--- config.mk ---
export PLATFORM = sky130hd
export DESIGN_NAME = axi_wr_burst_master_flat
export DESIGN_NICKNAME = d
export VERILOG_FILES = /design/src/rtl/axi_wr_burst_master_if.sv /design/src/rtl/axi_wr_burst_master.sv /design/src/flat_wrapper.sv
export SDC_FILE = /design/constraint.sdc
export NUM_CORES = 1
export LEC_CHECK = 0
export ABC_AREA = 1
export CAP_MARGIN = 20
export CORE_MARGIN = 2
export CORE_UTILIZATION = 45
export CTS_CLUSTER_DIAMETER = 60
export CTS_CLUSTER_SIZE = 40
export DETAILED_ROUTE_END_ITERATION = 12
export PLACE_DENSITY_LB_ADDON = 0.08
export SLEW_MARGIN = 15
export SYNTH_ARGS = -nofsm -noshare
export SYNTH_HDL_FRONTEND = slang
export SYNTH_SLANG_ARGS = --single-unit
--- constraint.sdc ---
create_clock -name clk -period 5.8 [get_ports clk]
set_input_delay 1.45 -clock clk [delete_from_list [all_inputs] [get_ports clk]]
set_output_delay 1.45 -clock clk [all_outputs]
set_load 0.03 [all_outputs]
--- src/rtl/axi_wr_burst_master_if.sv ---
// AXI4 write-address, write-data and write-response channel bundle used by
// axi_wr_burst_master. The master modport is the design side, slave the responder side.
interface axi_wr_burst_master_if #(
    parameter int unsigned ADDR_WIDTH = 27,
    parameter int unsigned DATA_WIDTH = 16,
    parameter int unsigned ID_WIDTH   = 4
);
    localparam int unsigned BYTES = DATA_WIDTH / 8;

    logic [ID_WIDTH-1:0]   axi_awid;
    logic [ADDR_WIDTH-1:0] axi_awaddr;
    logic [7:0]            axi_awlen;
    logic [2:0]            axi_awsize;
    logic [1:0]            axi_awburst;
    logic                  axi_awvalid;
    logic                  axi_awready;

    logic [DATA_WIDTH-1:0] axi_wdata;
    logic [BYTES-1:0]      axi_wstrb;
    logic                  axi_wlast;
    logic                  axi_wvalid;
    logic                  axi_wready;

    logic [ID_WIDTH-1:0]   axi_bid;
    logic [1:0]            axi_bresp;
    logic                  axi_bvalid;
    logic                  axi_bready;

    modport master (
        output axi_awid, axi_awaddr, axi_awlen, axi_awsize, axi_awburst, axi_awvalid,
        input  axi_awready,
        output axi_wdata, axi_wstrb, axi_wlast, axi_wvalid,
        input  axi_wready,
        input  axi_bid, axi_bresp, axi_bvalid,
        output axi_bready
    );

    modport slave (
        input  axi_awid, axi_awaddr, axi_awlen, axi_awsize, axi_awburst, axi_awvalid,
        output axi_awready,
        input  axi_wdata, axi_wstrb, axi_wlast, axi_wvalid,
        output axi_wready,
        output axi_bid, axi_bresp, axi_bvalid,
        input  axi_bready
    );
endinterface

--- src/rtl/axi_wr_burst_master.sv ---
// AXI4 write master: splits one user write request into INCR bursts bounded by
// MAX_BURST beats and a BOUNDARY_BYTES address boundary, one burst in flight.
module axi_wr_burst_master #(
    parameter int unsigned ADDR_WIDTH     = 27,
    parameter int unsigned DATA_WIDTH     = 16,
    parameter int unsigned ID_WIDTH       = 4,
    parameter int unsigned AXI_ID         = 0,
    parameter int unsigned MAX_BURST      = 16,
    parameter int unsigned BOUNDARY_BYTES = 4096,
    parameter int unsigned LEN_WIDTH      = 16
) (
    input  logic                  clk,
    input  logic                  rstn,
    input  logic                  req_valid,
    output logic                  req_ready,
    input  logic [ADDR_WIDTH-1:0] req_addr,
    input  logic [LEN_WIDTH-1:0]  req_len,
    input  logic [DATA_WIDTH-1:0] wr_data,
    output logic                  wr_data_en,
    output logic                  busy,
    output logic                  done,
    output logic                  err,
    axi_wr_burst_master_if.master axi
);
    localparam int unsigned BYTES  = DATA_WIDTH / 8;
    localparam int unsigned SIZE   = $clog2(BYTES);
    localparam int unsigned OFF_W  = $clog2(BOUNDARY_BYTES);
    localparam int unsigned BEAT_W = $clog2(MAX_BURST + 1);

    typedef enum logic [2:0] {IDLE, CALC, AW, W, B, DONE} state_t;

    state_t                state_q, state_d;
    logic [ADDR_WIDTH-1:0] addr_q, addr_d;
    logic [LEN_WIDTH-1:0]  rem_q, rem_d;
    logic [BEAT_W-1:0]     beats_q, beats_d;
    logic [7:0]            cnt_q, cnt_d;
    logic                  err_flag_q, err_flag_d;
    logic                  awvalid_q, awvalid_d;
    logic [ADDR_WIDTH-1:0] awaddr_q, awaddr_d;
    logic [7:0]            awlen_q, awlen_d;
    logic                  wvalid_q, wvalid_d;
    logic                  bready_q, bready_d;
    logic                  done_q, done_d;
    logic                  err_q, err_d;
    logic                  busy_q, busy_d;
    logic                  req_ready_q, req_ready_d;

    logic [31:0]           room_c;
    logic [31:0]           lim_c;
    logic                  bad_c;

    always_ff @(posedge clk) begin
        if (!rstn) begin
            state_q     <= IDLE;
            addr_q      <= '0;
            rem_q       <= '0;
            beats_q     <= '0;
            cnt_q       <= '0;
            err_flag_q  <= 1'b0;
            awvalid_q   <= 1'b0;
            awaddr_q    <= '0;
            awlen_q     <= '0;
            wvalid_q    <= 1'b0;
            bready_q    <= 1'b0;
            done_q      <= 1'b0;
            err_q       <= 1'b0;
            busy_q      <= 1'b0;
            req_ready_q <= 1'b1;
        end else begin
            state_q     <= state_d;
            addr_q      <= addr_d;
            rem_q       <= rem_d;
            beats_q     <= beats_d;
            cnt_q       <= cnt_d;
            err_flag_q  <= err_flag_d;
            awvalid_q   <= awvalid_d;
            awaddr_q    <= awaddr_d;
            awlen_q     <= awlen_d;
            wvalid_q    <= wvalid_d;
            bready_q    <= bready_d;
            done_q      <= done_d;
            err_q       <= err_d;
            busy_q      <= busy_d;
            req_ready_q <= req_ready_d;
        end
    end

    always_comb begin
        state_d    = state_q;
        addr_d     = addr_q;
        rem_d      = rem_q;
        beats_d    = beats_q;
        cnt_d      = cnt_q;
        err_flag_d = err_flag_q;
        awvalid_d  = awvalid_q;
        awaddr_d   = awaddr_q;
        awlen_d    = awlen_q;
        wvalid_d   = wvalid_q;
        bready_d   = bready_q;
        done_d     = 1'b0;
        err_d      = 1'b0;

        // Burst size: min of remaining beats, MAX_BURST and beats left before the boundary
        room_c = (32'(BOUNDARY_BYTES) - 32'(addr_q[OFF_W-1:0])) >> SIZE;
        lim_c  = (32'(rem_q) < 32'(MAX_BURST)) ? 32'(rem_q) : 32'(MAX_BURST);
        if (room_c < lim_c) begin
            lim_c = room_c;
        end
        bad_c = (axi.axi_bresp != 2'b00) || (axi.axi_bid != ID_WIDTH'(AXI_ID));

        case (state_q)
            IDLE: begin
                if (req_valid) begin
                    addr_d     = req_addr & ~ADDR_WIDTH'(BYTES - 1);
                    rem_d      = req_len;
                    err_flag_d = 1'b0;
                    if (req_len == '0) begin
                        state_d = DONE;
                        done_d  = 1'b1;
                    end else begin
                        state_d = CALC;
                    end
                end
            end
            CALC: begin
                beats_d   = BEAT_W'(lim_c);
                awaddr_d  = addr_q;
                awlen_d   = 8'(lim_c - 32'd1);
                awvalid_d = 1'b1;
                state_d   = AW;
            end
            AW: begin
                if (axi.axi_awready) begin
                    awvalid_d = 1'b0;
                    wvalid_d  = 1'b1;
                    cnt_d     = awlen_q;
                    state_d   = W;
                end
            end
            W: begin
                if (axi.axi_wready) begin
                    if (cnt_q == 8'd0) begin
                        wvalid_d = 1'b0;
                        bready_d = 1'b1;
                        state_d  = B;
                    end else begin
                        cnt_d = cnt_q - 8'd1;
                    end
                end
            end
            B: begin
                if (axi.axi_bvalid) begin
                    bready_d   = 1'b0;
                    err_flag_d = err_flag_q | bad_c;
                    addr_d     = addr_q + (ADDR_WIDTH'(beats_q) << SIZE);
                    rem_d      = rem_q - LEN_WIDTH'(beats_q);
                    if (rem_d == '0) begin
                        state_d = DONE;
                        done_d  = 1'b1;
                        err_d   = err_flag_d;
                    end else begin
                        state_d = CALC;
                    end
                end
            end
            DONE: begin
                state_d = IDLE;
            end
            default: begin
                state_d = IDLE;
            end
        endcase

        req_ready_d = (state_d == IDLE);
        busy_d      = (state_d != IDLE);
    end

    assign req_ready  = req_ready_q;
    assign busy       = busy_q;
    assign done       = done_q;
    assign err        = err_q;
    // Pop strobe follows the live W handshake so the show-ahead source advances in step
    assign wr_data_en = wvalid_q & axi.axi_wready;

    assign axi.axi_awid    = ID_WIDTH'(AXI_ID);
    assign axi.axi_awaddr  = awaddr_q;
    assign axi.axi_awlen   = awlen_q;
    assign axi.axi_awsize  = 3'(SIZE);
    assign axi.axi_awburst = 2'b01;
    assign axi.axi_awvalid = awvalid_q;
    assign axi.axi_wdata   = wr_data;
    assign axi.axi_wstrb   = '1;
    assign axi.axi_wlast   = wvalid_q & (cnt_q == 8'd0);
    assign axi.axi_wvalid  = wvalid_q;
    assign axi.axi_bready  = bready_q;
endmodule

--- src/flat_wrapper.sv ---
// flat-port wrapper written by rule: the top's interface ports become plain ports
module axi_wr_burst_master_flat 
#(
    parameter int unsigned ADDR_WIDTH     = 27,
    parameter int unsigned DATA_WIDTH     = 16,
    parameter int unsigned ID_WIDTH       = 4,
    parameter int unsigned AXI_ID         = 0,
    parameter int unsigned MAX_BURST      = 16,
    parameter int unsigned BOUNDARY_BYTES = 4096,
    parameter int unsigned LEN_WIDTH      = 16
)
  (clk, rstn, req_valid, req_ready, req_addr, req_len, wr_data, wr_data_en, busy, done, err, axi_axi_awid, axi_axi_awaddr, axi_axi_awlen, axi_axi_awsize, axi_axi_awburst, axi_axi_awvalid, axi_axi_awready, axi_axi_wdata, axi_axi_wstrb, axi_axi_wlast, axi_axi_wvalid, axi_axi_wready, axi_axi_bid, axi_axi_bresp, axi_axi_bvalid, axi_axi_bready);
  axi_wr_burst_master_if #(.ADDR_WIDTH(ADDR_WIDTH), .DATA_WIDTH(DATA_WIDTH), .ID_WIDTH(ID_WIDTH)) axi_i ();
  input  logic clk;
  input  logic rstn;
  input  logic req_valid;
  output logic req_ready;
  input  logic [ADDR_WIDTH-1:0] req_addr;
  input  logic [LEN_WIDTH-1:0] req_len;
  input  logic [DATA_WIDTH-1:0] wr_data;
  output logic wr_data_en;
  output logic busy;
  output logic done;
  output logic err;
  output wire logic [$bits(axi_i.axi_awid)-1:0] axi_axi_awid;
  output wire logic [$bits(axi_i.axi_awaddr)-1:0] axi_axi_awaddr;
  output wire logic [$bits(axi_i.axi_awlen)-1:0] axi_axi_awlen;
  output wire logic [$bits(axi_i.axi_awsize)-1:0] axi_axi_awsize;
  output wire logic [$bits(axi_i.axi_awburst)-1:0] axi_axi_awburst;
  output wire logic [$bits(axi_i.axi_awvalid)-1:0] axi_axi_awvalid;
  input wire logic [$bits(axi_i.axi_awready)-1:0] axi_axi_awready;
  output wire logic [$bits(axi_i.axi_wdata)-1:0] axi_axi_wdata;
  output wire logic [$bits(axi_i.axi_wstrb)-1:0] axi_axi_wstrb;
  output wire logic [$bits(axi_i.axi_wlast)-1:0] axi_axi_wlast;
  output wire logic [$bits(axi_i.axi_wvalid)-1:0] axi_axi_wvalid;
  input wire logic [$bits(axi_i.axi_wready)-1:0] axi_axi_wready;
  input wire logic [$bits(axi_i.axi_bid)-1:0] axi_axi_bid;
  input wire logic [$bits(axi_i.axi_bresp)-1:0] axi_axi_bresp;
  input wire logic [$bits(axi_i.axi_bvalid)-1:0] axi_axi_bvalid;
  output wire logic [$bits(axi_i.axi_bready)-1:0] axi_axi_bready;
  assign axi_axi_awid = axi_i.axi_awid;
  assign axi_axi_awaddr = axi_i.axi_awaddr;
  assign axi_axi_awlen = axi_i.axi_awlen;
  assign axi_axi_awsize = axi_i.axi_awsize;
  assign axi_axi_awburst = axi_i.axi_awburst;
  assign axi_axi_awvalid = axi_i.axi_awvalid;
  assign axi_i.axi_awready = axi_axi_awready;
  assign axi_axi_wdata = axi_i.axi_wdata;
  assign axi_axi_wstrb = axi_i.axi_wstrb;
  assign axi_axi_wlast = axi_i.axi_wlast;
  assign axi_axi_wvalid = axi_i.axi_wvalid;
  assign axi_i.axi_wready = axi_axi_wready;
  assign axi_i.axi_bid = axi_axi_bid;
  assign axi_i.axi_bresp = axi_axi_bresp;
  assign axi_i.axi_bvalid = axi_axi_bvalid;
  assign axi_axi_bready = axi_i.axi_bready;
  axi_wr_burst_master #(.ADDR_WIDTH(ADDR_WIDTH), .DATA_WIDTH(DATA_WIDTH), .ID_WIDTH(ID_WIDTH), .AXI_ID(AXI_ID), .MAX_BURST(MAX_BURST), .BOUNDARY_BYTES(BOUNDARY_BYTES), .LEN_WIDTH(LEN_WIDTH)) u_core (.clk(clk), .rstn(rstn), .req_valid(req_valid), .req_ready(req_ready), .req_addr(req_addr), .req_len(req_len), .wr_data(wr_data), .wr_data_en(wr_data_en), .busy(busy), .done(done), .err(err), .axi(axi_i));
endmodule
After elaboration in Yosys (flattened, before gate mapping)
Index checks and enable logic that the tools add are counted.

Flip-flop bits (word level): 102. Input bits: 71. Logic and storage cells: 92.

Add/subtract/negate cells: 5. Order comparisons: 2. Equal/unequal tests: 10. Multiplexer cells: 38. Bitwise gates (word level): 3. Reductions and logical operators: 19.

Operators with widths (count): $mux 27 (2); $pmux 27 s2 (1); $mux 16 (3); $logic_not 16->1 (2); $mux 8 (4); $pmux 16 s2 (1); $lt 31x16->1 (1); $add 27x6->27 (1); $mux 3 (7); $lt 16x5->1 const B (1); $pmux 8 s2 (1); $reduce_and 4->1 (4); $sub 16x5->16 (1); $sub 8x1->8 const B (2); $pmux 3 s5 (1); $sub 13x12->14 const A (1); $mux 1 (13); $ne 2x2->1 const B (5); $pmux 1 s2 (5); $reduce_bool 2->1 (5); $logic_not 8->1 (1); $eq 3x2->1 const B (2); $logic_not 3->1 (2); $reduce_bool 4->1 (1); 9 further kinds (10).

Depth between registers and ports, before layout
Depth after elaboration: 6. Depth in mapped cells: 25.

Least setup slack after synthesis
Ideal clock, no wire load.

Kind: input-to-output. From: input axi_axi_wready. To: output wr_data_en. Arrival time: 1.698 ns. Data required time: 4.350 ns. Path slack: 2.652 ns. Cell stages on the path: 2. Buffers on the path: 0. Cells stage by stage: nand2_1 > inv_1.

Word-level cells in the longest chain between the ends: 1.

Ends and longest elaborated chain: from (decl) (RTL line flat_wrapper.sv:36) `input wire logic [$bits(axi_i.axi_wready)-1:0] axi_axi_wready;`; $and 1x1->1 (RTL line axi_wr_burst_master.sv:183) `assign wr_data_en = wvalid_q & axi.axi_wready;`; to (decl) (RTL line flat_wrapper.sv:21) `output logic wr_data_en;`.

Every way passes these cells.

Worst setup path in the final report
Ends and elaborated chain as after synthesis.

==> flow_results.xml <==
<?xml version="1.0" encoding="UTF-8"?>
<metrics>
  <group name="power_and_ir_drop">
    <metric name="p_leak" unit="nW">3.20</metric>
    <metric name="worst_ir_drop_vdd" unit="mV">0.195</metric>
    <metric name="pwr_density_cell" unit="nW/um^2">332</metric>
  </group>
  <group name="final_layout">
    <metric name="area_growth_from_synthesis_to_layout" unit="%">19.0</metric>
    <metric name="layoutNonFillerInstCount" unit="">1148</metric>
    <metric name="mostFrequentLayoutCells" unit="">160 x sky130_fd_sc_hd__nand2_1, 100 x sky130_fd_sc_hd__dfxtp_1, 95 x sky130_fd_sc_hd__clkdlybuf4s50_1, 94 x sky130_fd_sc_hd__inv_1, 87 x sky130_fd_sc_hd__nor2_1</metric>
    <metric name="finalNetCount" unit="">1062</metric>
    <metric name="antenna_cells_inserted" unit="">0</metric>
    <metric name="multiInputGateArea" unit="sq um">3600</metric>
    <metric name="layout.cells.most_common" unit="">sky130_fd_sc_hd__nand2_1</metric>
    <metric name="final_core_util" unit="%">54.4</metric>
    <metric name="drive_above_1_share" unit="%">6.82</metric>
    <metric name="register_area" unit="sq um">2000</metric>
    <metric name="final_area" unit="sq um">7460</metric>
    <metric name="filler_cell_count" unit="">1410</metric>
  </group>
  <group name="placed_design">
    <metric name="placer_congestion_estimate" unit="">0.888</metric>
    <metric name="port_buffers" unit="">96</metric>
    <metric name="hpwlAfterDp" unit="mm">11.8</metric>
    <metric name="dp_cells" unit="">1133</metric>
    <metric name="dpl_cell_area" unit="sq um">7200</metric>
  </group>
  <group name="floorplanning">
    <metric name="die_w" unit="um">122</metric>
    <metric name="die-area" unit="sq um">14900</metric>
    <metric name="io_pins" unit="">142</metric>
    <metric name="starting_density_of_the_core" unit="%">45.7</metric>
    <metric name="std_cell_rows" unit="">43</metric>
    <metric name="fp.coreArea" unit="sq um">13700</metric>
    <metric name="chipHeight" unit="um">122</metric>
  </group>
  <group name="grt">
    <metric name="grt_first_pass_wirelength" unit="mm">26.4</metric>
    <metric name="grt_overflow_total" unit="">0</metric>
    <metric name="grt_antenna_before_repair" unit="">0</metric>
    <metric name="grt_usage" unit="%">22.5</metric>
    <metric name="grt_max_degree" unit="">65</metric>
    <metric name="grt_pass1_vias" unit="">5222</metric>
  </group>
  <group name="critical_path">
    <metric name="timing.critical_path.arrival" unit="ns">2.73</metric>
    <metric name="critPathKind" unit="">primary input to primary output</metric>
    <metric name="critical-path-top-cell-by-count" unit="">sky130_fd_sc_hd__clkdlybuf4s50_1</metric>
    <metric name="cp-start-kind" unit="">primary input</metric>
    <metric name="crit_slowest_cell" unit="">sky130_fd_sc_hd__clkdlybuf4s50_1</metric>
    <metric name="cp-startpoint" unit="">axi_axi_wready</metric>
    <metric name="critical_path.endpoint_type" unit="">primary output</metric>
    <metric name="cp_cell_sequence" unit="">clkdlybuf4s50_1 &gt; nand2_1 &gt; inv_1 &gt; clkdlybuf4s50_1</metric>
    <metric name="cp_max_fanout" unit="">3</metric>
    <metric name="regToRegSetupSlack" unit="ns">2.10</metric>
    <metric name="rr_startpoint" unit="">u_core.addr_q[1]</metric>
    <metric name="timing.reg2reg.worst_path_depth" unit="">22</metric>
    <metric name="worst_ep_required_time" unit="ns">4.35</metric>
    <metric name="rr_endpoint" unit="">u_core.axi.axi_awlen[6]</metric>
    <metric name="critical_path.max_stage_delay" unit="ns">0.66</metric>
    <metric name="crit_path_end" unit="">wr_data_en</metric>
  </group>
  <group name="timing">
    <metric name="setup_repair_after_global_routing_missed_its_margin" unit="">false</metric>
    <metric name="drv_slew" unit="">0</metric>
    <metric name="worst_slew_margin_rel" unit="%">29.4</metric>
    <metric name="timing.final.hold_violations" unit="">0</metric>
    <metric name="clock-skew-final" unit="ns">0.00803</metric>
    <metric name="transition_time_at_the_pin_with_the_least_slew_margin" unit="ns">1.06</metric>
    <metric name="finalWorstPathRequiredPeriod" unit="ns">4.18</metric>
    <metric name="totalNegativeSetupSlack" unit="ns">0</metric>
    <metric name="period_share" unit="%">72.1</metric>
    <metric name="timing.final.setup_violations" unit="">0</metric>
    <metric name="max_freq" unit="MHz">239</metric>
  </group>
  <group name="cts">
    <metric name="cts_tree" unit="">done</metric>
    <metric name="root_buffer" unit="">sky130_fd_sc_hd__clkbuf_16</metric>
    <metric name="tritoncts_num_sinks" unit="">100</metric>
    <metric name="cts.clk_slew.worst_paths" unit="ns">0.06</metric>
    <metric name="maximum_clock_path_buffer_count" unit="">2</metric>
    <metric name="cts.repair_timing.setup_buffer_count" unit="">0</metric>
    <metric name="holdBufCountCts" unit="">0</metric>
    <metric name="cts-buffers-inserted" unit="">9</metric>
    <metric name="cts-htree-levels" unit="">3</metric>
    <metric name="post_cts.resized_instances" unit="">0</metric>
    <metric name="clkLatencyLatePin" unit="ns">0.36</metric>
  </group>
  <group name="yosys">
    <metric name="yosysUniqueCellTypes" unit="">45</metric>
    <metric name="synth_seq_area_share" unit="%">31.9</metric>
    <metric name="yosys_warnings" unit="">0</metric>
    <metric name="syn_area_per_cell" unit="sq um">6.94</metric>
    <metric name="syn-instance-count" unit="">903</metric>
    <metric name="netlist_area" unit="sq um">6270</metric>
    <metric name="ys_ff_latch" unit="">100</metric>
  </group>
  <group name="outcome">
    <metric name="status" unit="">completed</metric>
  </group>
  <group name="drt">
    <metric name="postRouteWirelength" unit="mm">16.3</metric>
    <metric name="wire_per_inst" unit="um">14.2</metric>
    <metric name="drt.antenna.violating_nets" unit="">0</metric>
    <metric name="drt_iter0_markers" unit="">397</metric>
    <metric name="route.vias.total" unit="">5859</metric>
    <metric name="via_per_inst" unit="">5.10</metric>
    <metric name="post-route-drc-count" unit="">0</metric>
    <metric name="first_pass_iters" unit="">5</metric>
  </group>
  <group name="min_path">
    <metric name="timing.hold.worst.class" unit="">flip-flop to flip-flop</metric>
  </group>
  <group name="run">
    <metric name="timing.max_cap.violations" unit="">0</metric>
  </group>
</metrics>
-- per-stage QoR --
| stage | worst slack, ns | power [mW] | hold WS, ns |
|---|---|---|---|
| final | 1.62 | 2.48 | 0.467 |
| after global routing | 1.57 | 2.66 | 0.492 |
| after CTS | 1.62 | 2.50 | 0.465 |
| after detailed placement | 1.63 | 1.94 | 0.456 |
| after global placement | 1.62 | 1.94 | 0.453 |
| after floorplan | 2.65 | 1.68 | 0.439 |
-- cells in the mapped netlist (all sizes together) --
master / count / area share (%)
a211oi: 7 / 0.84
a21o: 2 / 0.24
a21oi: 67 / 5.5
a221oi: 1 / 0.14
a311oi: 1 / 0.14
a31o: 1 / 0.14
a31oi: 18 / 1.8
buf: 37 / 4.0
clkbuf: 33 / 2.0
conb: 2 / 0.12
dfxtp: 100 / 32
fa: 2 / 0.64
ha: 25 / 5.0
inv: 98 / 5.9
nand2: 179 / 12
nand3: 36 / 2.9
nand3b: 6 / 0.72
nand4: 9 / 0.90
nor2: 97 / 6.6
nor3: 16 / 1.4
nor4: 9 / 1.0
o211ai: 12 / 1.4
o21a: 2 / 0.24
o21ai: 91 / 7.4
o21bai: 12 / 1.4
o221ai: 2 / 0.28
o22ai: 2 / 0.20
or2: 4 / 0.40
xnor2: 7 / 0.98
xor2: 25 / 3.5
-- worst min-delay path by stage --
| stage | from | to | slack, ns | depth (start not counted) |
|---|---|---|---|---|
| floorplan | u_core.cnt_q[5] | u_core.cnt_q[5] | 0.44 | 2 |
| global placement | u_core.addr_q[17] | u_core.addr_q[17] | 0.45 | 2 |
| detailed placement | u_core.cnt_q[5] | u_core.cnt_q[5] | 0.46 | 2 |
| CTS | u_core.cnt_q[5] | u_core.cnt_q[5] | 0.46 | 2 |
| global route | u_core.addr_q[17] | u_core.addr_q[17] | 0.49 | 2 |
| finish | u_core.cnt_q[5] | u_core.cnt_q[5] | 0.47 | 2 |
-- area by class of cell --
cell class / count / area share, %
Timing Repair Buffer: 103 / 13.5
Inverter: 98 / 4.93
Sequential cell: 100 / 26.8
Multi-Input combinational cell: 652 / 48.3
Clock inverter: 5 / 0.386
Clock buffer: 10 / 3.07
Tap cell: 180 / 3.02
-- worst max-delay path, delay by kind of cell --
kind          cells  cell delay, ns
buf+inv           3            1.23
simple gates      1            0.07
-- per-layer routing --
metal | share of wire [%] | GRT usage (%)
met1 | 47 | 29.8
met3 | 4.1 | 4.87
met5 | 0 | 0
met2 | 48 | 37.9
met4 | 0.95 | 4.24
-- state kept, by name, indices dropped and copies added, names as in the netlist --
| signal | cells |
|---|---|
| u_core.addr_q | 26 |
| u_core.axi.axi_awaddr | 26 |
| u_core.rem_q | 16 |
| u_core.axi.axi_awlen | 8 |
| u_core.cnt_q | 8 |
| u_core.beats_q | 5 |
| u_core.state_q | 3 |
| u_core.axi.axi_awvalid | 1 |
| u_core.axi.axi_bready | 1 |
| u_core.axi.axi_wvalid | 1 |
| u_core.busy | 1 |
| u_core.done | 1 |
| u_core.err | 1 |
| u_core.err_flag_q | 1 |
| u_core.req_ready | 1 |
-- logic make-up after synthesis --
family | count (synthesis) | share of synthesized area, %
AND/OR/NAND/NOR | 356 | 26.2
other | 2 | 0.120
flip-flops | 100 | 31.9
adder cells (fa/ha/maj) | 27 | 5.63
XOR/XNOR | 32 | 4.47
AO/OA/AOI/OAI | 218 | 19.8
buffers and inverters | 168 | 11.8
-- where the power goes --
group / internal (mW) / leakage, nW / switching (mW) / total [mW]
sequential: 0.779 / 0.821 / 0.0872 / 0.866
combinational: 0.401 / 2.24 / 0.663 / 1.06
clock: 0.287 / 0.132 / 0.260 / 0.547
(Power assumes the default switching activity.)
